==> src/rtl/pipe_hazard_ctrl.sv <==
// ---------------------------------------------------------------------------
// pipe_hazard_ctrl
//
// Stall/flush controller for the 5-stage MIPS pipeline (F, D, E, M, W).
//
// The D-stage instruction stalls in two cases:
//   * it reads a register that an E or M instruction produces too late.
//     Tuse/Tnew are compared per source operand.
//   * it touches HI/LO while a mult/div is still in flight.
// The multi-cycle HI/LO busy counter is kept here.
// On a stall, PC and F/D hold, and D/E is loaded with a bubble.
// E/M is never held.
//
// Optional build macro: HAZARD_STALL_STATS_EN
//   When defined, adds two saturating 32-bit statistics outputs:
//   stall_cnt (cycles with stall=1) and md_stall_cnt (cycles stalled on HI/LO).
//
// Parameters:
//   MULT_CYCLES  busy cycles after mult/multu issues from E
//   DIV_CYCLES   busy cycles after div/divu issues from E
//   CNT_W        busy counter width; must hold max(MULT_CYCLES, DIV_CYCLES)
//
// Ports:
//   clk, reset          clock, synchronous active-high reset
//   rs_D, rt_D          source register fields of the D instruction
//   tuse_rs_D/rt_D      cycles until the operand is needed (3 = never)
//   dst_E, tnew_E       E destination (0 = none) and cycles until its result
//   dst_M, tnew_M       M destination and cycles until its result
//   md_start_E          mult/div is issuing from E this cycle
//   md_div_E            1 = div/divu, 0 = mult/multu
//   md_use_D            D instruction reads or writes HI/LO
//   stall               D-stage stall this cycle
//   pc_en, fd_en        PC and F/D register enables (= !stall)
//   de_clr              insert bubble into D/E (= stall)
//   em_en               E/M enable, always 1
//   md_busy             HI/LO operation in flight
//   stall_cnt           (optional) saturating count of stall cycles
//   md_stall_cnt        (optional) saturating count of HI/LO stall cycles
// ---------------------------------------------------------------------------
module pipe_hazard_ctrl #(
   parameter int MULT_CYCLES = 5,
   parameter int DIV_CYCLES  = 10,
   parameter int CNT_W       = 4
) (
   input  logic        clk,
   input  logic        reset,
   input  logic [4:0]  rs_D,
   input  logic [4:0]  rt_D,
   input  logic [1:0]  tuse_rs_D,
   input  logic [1:0]  tuse_rt_D,
   input  logic [4:0]  dst_E,
   input  logic [1:0]  tnew_E,
   input  logic [4:0]  dst_M,
   input  logic [1:0]  tnew_M,
   input  logic        md_start_E,
   input  logic        md_div_E,
   input  logic        md_use_D,
   output logic        stall,
   output logic        pc_en,
   output logic        fd_en,
   output logic        de_clr,
   output logic        em_en,
   output logic        md_busy
`ifdef HAZARD_STALL_STATS_EN
   ,
   output logic [31:0] stall_cnt,
   output logic [31:0] md_stall_cnt
`endif
);

   localparam logic [1:0]       TUSE_NEVER = 2'd3;
   localparam logic [CNT_W-1:0] CNT_MULT   = CNT_W'(MULT_CYCLES);
   localparam logic [CNT_W-1:0] CNT_DIV    = CNT_W'(DIV_CYCLES);
   localparam logic [CNT_W-1:0] CNT_ZERO   = '0;
   localparam logic [CNT_W-1:0] CNT_ONE    = CNT_W'(1);

   // -----------------------------------------------------------------------
   // Register hazards.
   // Both source operands use the same check, so they are packed into
   // two-entry arrays: entry 0 is rs and entry 1 is rt.
   // -----------------------------------------------------------------------
   logic [1:0][4:0] src_addr;
   logic [1:0][1:0] src_tuse;
   logic [1:0]      src_stall;

   assign src_addr = {rt_D, rs_D};
   assign src_tuse = {tuse_rt_D, tuse_rs_D};

   genvar gi;
   generate
      for (gi = 0; gi < 2; gi++) begin : g_src
         logic hit_e;
         logic hit_m;
         logic used;

         // The operand is needed sooner than the producer can supply it.
         assign hit_e = (src_addr[gi] == dst_E) && (src_tuse[gi] < tnew_E);
         assign hit_m = (src_addr[gi] == dst_M) && (src_tuse[gi] < tnew_M);

         // $0 is hard-wired to zero, so a "write" to it is never a real
         // dependency. tuse=3 already fails the compare because tnew<=2.
         // The explicit guard keeps that true even if tnew is out of range.
         assign used = (src_addr[gi] != 5'd0) && (src_tuse[gi] != TUSE_NEVER);

         assign src_stall[gi] = used && (hit_e || hit_m);
      end
   endgenerate

   // -----------------------------------------------------------------------
   // HI/LO busy counter.
   // The counter loads only from idle. A start that arrives while busy
   // cannot happen, because D is stalled. If it does happen, it is dropped
   // so the current operation keeps counting down normally.
   // -----------------------------------------------------------------------
   logic [CNT_W-1:0] cnt_reg;
   logic [CNT_W-1:0] cnt_next;
   logic             cnt_idle;

   assign cnt_idle = (cnt_reg == CNT_ZERO);

   always_comb begin
      cnt_next = cnt_reg;
      if (reset) begin
         cnt_next = CNT_ZERO;
      end else if (md_start_E && cnt_idle) begin
         cnt_next = md_div_E ? CNT_DIV : CNT_MULT;
      end else if (!cnt_idle) begin
         cnt_next = cnt_reg - CNT_ONE;
      end
   end

   always_ff @(posedge clk) begin
      cnt_reg <= cnt_next;
   end

   // -----------------------------------------------------------------------
   // Stall generation.
   // The issue cycle counts as busy, so md_busy covers 1 + N cycles.
   // During reset, every stall source is masked. This lets the front end
   // run freely, and releases any pending HI/LO stall in the reset cycle.
   // -----------------------------------------------------------------------
   logic md_busy_raw;
   logic stall_md;
   logic stall_reg_hz;
   logic stall_int;

   assign md_busy_raw  = md_start_E || !cnt_idle;
   assign stall_md     = !reset && md_use_D && md_busy_raw;
   assign stall_reg_hz = !reset && (|src_stall);
   assign stall_int    = stall_reg_hz || stall_md;

   assign stall   = stall_int;
   assign pc_en   = !stall_int;
   assign fd_en   = !stall_int;
   assign de_clr  = stall_int;
   assign em_en   = 1'b1;
   assign md_busy = !reset && md_busy_raw;

`ifdef HAZARD_STALL_STATS_EN
   // -----------------------------------------------------------------------
   // Saturating statistics counters.
   // They stop at the maximum value, so a long run cannot wrap back to a
   // misleadingly small number.
   // -----------------------------------------------------------------------
   localparam logic [31:0] STAT_MAX = 32'hFFFF_FFFF;

   logic [31:0] stall_cnt_reg;
   logic [31:0] stall_cnt_next;
   logic [31:0] md_stall_cnt_reg;
   logic [31:0] md_stall_cnt_next;

   always_comb begin
      stall_cnt_next = stall_cnt_reg;
      if (reset) begin
         stall_cnt_next = 32'd0;
      end else if (stall_int && (stall_cnt_reg != STAT_MAX)) begin
         stall_cnt_next = stall_cnt_reg + 32'd1;
      end
   end

   always_comb begin
      md_stall_cnt_next = md_stall_cnt_reg;
      if (reset) begin
         md_stall_cnt_next = 32'd0;
      end else if (stall_md && (md_stall_cnt_reg != STAT_MAX)) begin
         md_stall_cnt_next = md_stall_cnt_reg + 32'd1;
      end
   end

   always_ff @(posedge clk) begin
      stall_cnt_reg    <= stall_cnt_next;
      md_stall_cnt_reg <= md_stall_cnt_next;
   end

   assign stall_cnt    = stall_cnt_reg;
   assign md_stall_cnt = md_stall_cnt_reg;
`endif

endmodule

==> config.mk <==
export PLATFORM = sky130hd
export DESIGN_NAME = pipe_hazard_ctrl
export DESIGN_NICKNAME = d
export VERILOG_FILES = /design/src/rtl/pipe_hazard_ctrl.sv
export SDC_FILE = /design/constraint.sdc
export NUM_CORES = 1
export LEC_CHECK = 0
export ABC_AREA = 1
export CAP_MARGIN = 20
export CELL_PAD_IN_SITES_DETAIL_PLACEMENT = 1
export CELL_PAD_IN_SITES_GLOBAL_PLACEMENT = 1
export CORE_UTILIZATION = 26
export CTS_CLUSTER_DIAMETER = 150
export DETAILED_ROUTE_END_ITERATION = 7
export MAX_ROUTING_LAYER = met4
export PLACE_DENSITY = 0.89
export SYNTH_ARGS = -nofsm -noshare
export SYNTH_HDL_FRONTEND = slang
export SYNTH_SLANG_ARGS = --single-unit
==> constraint.sdc <==
create_clock -name clk -period 2.53 [get_ports clk]
set_input_delay 0.253 -clock clk [delete_from_list [all_inputs] [get_ports clk]]
set_output_delay 0.253 -clock clk [all_outputs]
set_load 0.05 [all_outputs]
==> reports/results.ini <==
[clock_tree]
cts_buffers=3
h-tree-depth=1
cts_root_buf=clkbuf_4
cts.clk_slew.worst_paths_ns=0.03
clk_latency_ns=0.23
clockBufferDepth=2
ctsHoldBuffers=0
postCtsSetupBuffers=0
cts_sinks=4
cts_tree=done
cts_resized=0

[timing]
min_period_over_period=0.936
tns_ns=0
setup_slack_ns=0.162
skew_ns=0.00431
drv_slew=0
period_needed_ns=2.37
hold_viol=0
whs_ns=0.526
fmax_mhz=422
rsz0062_at_grt=no
finalSetupViolCount=0

[synthesis]
synthCells=153
synth_edf_count=0
synth_seq_cells=4
syn_area_um2=805
yosys.area_share.xor_xnor=0.0762
synth_adder_area_share=0.0933
syn_nets=192
synthMuxAreaShare=0
yosysSeqAreaShare=0.0995
ys_types=23
syn_avg_cell_area_um2=5.26
synth_compound_area_frac=0.117
ys.flop_type=dfxtp_1
yosysWarningCount=0
synthSimpleGateAreaFrac=0.423
synth_top_family_by_area=simple AND/OR/NAND/NOR gates
async_flop_share=0

[global_routing]
grt_pass1_wl_mm=4.25
grt_max_degree=6
grt_use_total=0.165
antenna_found_initial=0
grt_pass1_vias=1039
overflow=0

[run_status]
violations=DRC
status=finished with violations

[min_path]
whs_endpoint=cnt_reg[1]
hold_path_startpoint=cnt_reg[1]
hold-path-cell-count=2
hp-class=reg -> reg

[die]
die_x_um=57.6
num_rows=19
core_region_area_mm2=0.00285
die_h_um=57.6
io_pins=39
die-area_mm2=0.00332
start_util=0.282

[setup_path]
startpoint_type=register
reg2reg_slack_ns=1.13
worstPathRequired_ns=2.28
arrival_ns=2.11
crit_fanout=5
crit_path_cell_trace=inv_1 > ha_1 > nand2_2 > nor2_4 > nand2_1 > nand2_1 > inv_1 > clkdlybuf4s50_1
crit_type=reg -> out
r2r-start=cnt_reg[0]
reg2reg_depth=10
slowest_delay_ns=0.79
cp_slowest_cell=clkdlybuf4s50_1
reg2reg_to=cnt_reg[0]
end_kind=output pin

[finish]
final_common_cell=nand2_1
utilization=0.439
area_growth_syn_to_layout_pct=55.8
layout-drive-gt1-share=0.0895
nNetsFinal=231
n_antenna_cell=0
layout_common_cells=nand2_1, clkdlybuf4s50_1, inv_1
stdcell_count=221
largest_reg_flops=4

[placed_design]
gp_congestion=0.948
dp_hpwl_mm=2.34
preCtsSetupSlack_ns=0.365
portBuffers=37
post-place-cells=218

[power]
power_leakage_nw=0.680
power_density_mw_per_mm2=504
ir_drop_v=0.000201

[routing]
wl_mm=2.54
drc_errors=1
wl_per_cell_um=11.5
drtIter0Drc=20
vias_per_cell=4.67
antenna_left=0
vias=1033
first_pass_iters=6

[run]
max_cap_violations=0

Yosys cell counts, types with 2 or more instances:
library cell,count,area [um2]
o21ai_1,2,10.0
nand4_1,2,12.5
ha_1,6,75.1
o21ai_0,8,40.0
a21oi_1,4,20.0
buf_4,3,22.5
nand3_1,7,35.0
inv_2,4,15.0
dfxtp_1,4,80.1
nor2_1,11,41.3
inv_1,30,113
nor2_2,2,12.5
nand2_1,55,206
xor2_1,6,52.6
worst max path at each step:
stage              end    startpoint  cells past startpoint
2_1_floorplan    stall     tnew_M[1]                     12
6_report       md_busy    cnt_reg[0]                      8
3_3_place_gp     stall  tuse_rs_D[1]                     12
5_1_grt        md_busy    cnt_reg[0]                      8
4_1_cts        md_busy    cnt_reg[0]                      8
3_5_place_dp    de_clr     tnew_M[1]                     13
through the flow:
stage	area, um2	power [mW]
6_report	1250	0.632
5_1_grt	1250	0.689
4_1_cts	1250	0.641
3_5_place_dp	1230	0.555
3_3_place_gp	1230	0.526
2_1_floorplan	805	0.387
critical path: cells and delay by family (launching register included):
kind,cells,cell delay (ns)
adders and majority gates,1,0.21
buffers and inverters,3,0.94
DFF,1,0.35
and+or+nand+nor,4,0.37
power breakdown:
group,leakage (nW),internal (mW),total [mW],switching [mW]
combinational,0.633,0.190,0.439,0.248
sequential,0.0333,0.0904,0.115,0.0246
clock,0.0138,0.0530,0.0789,0.0258
area by class of cell:
type | instances | area [um2]
fill | 403 | 1600
multi-input combinational | 112 | 574
timing repair buffer | 37 | 410
inverter | 34 | 128
sequential | 4 | 80.1
tap | 31 | 38.8
clock buffer | 3 | 22.5
kinds of logic after synthesis:
kind of cell / Yosys count
AOI/OAI and AO/OA: 17
other: 1
buffers and inverters: 37
xor gates and xnor gates: 7
DFF: 4
and+or+nand+nor: 81
adders and majority gates: 6
routing by layer:
| layer | vias to the layer above | track usage | part of all wire |
|---|---|---|---|
| met5 | - | - | 0 |
| met4 | 0 | 0.0105 | 0 |
| met3 | 0 | 0.0313 | 0.041 |
| met2 | 27 | 0.311 | 0.53 |
| met1 | 470 | 0.189 | 0.43 |
| li1 | 536 | - | - |
Note: power is estimated with default switching activity, not from simulation.
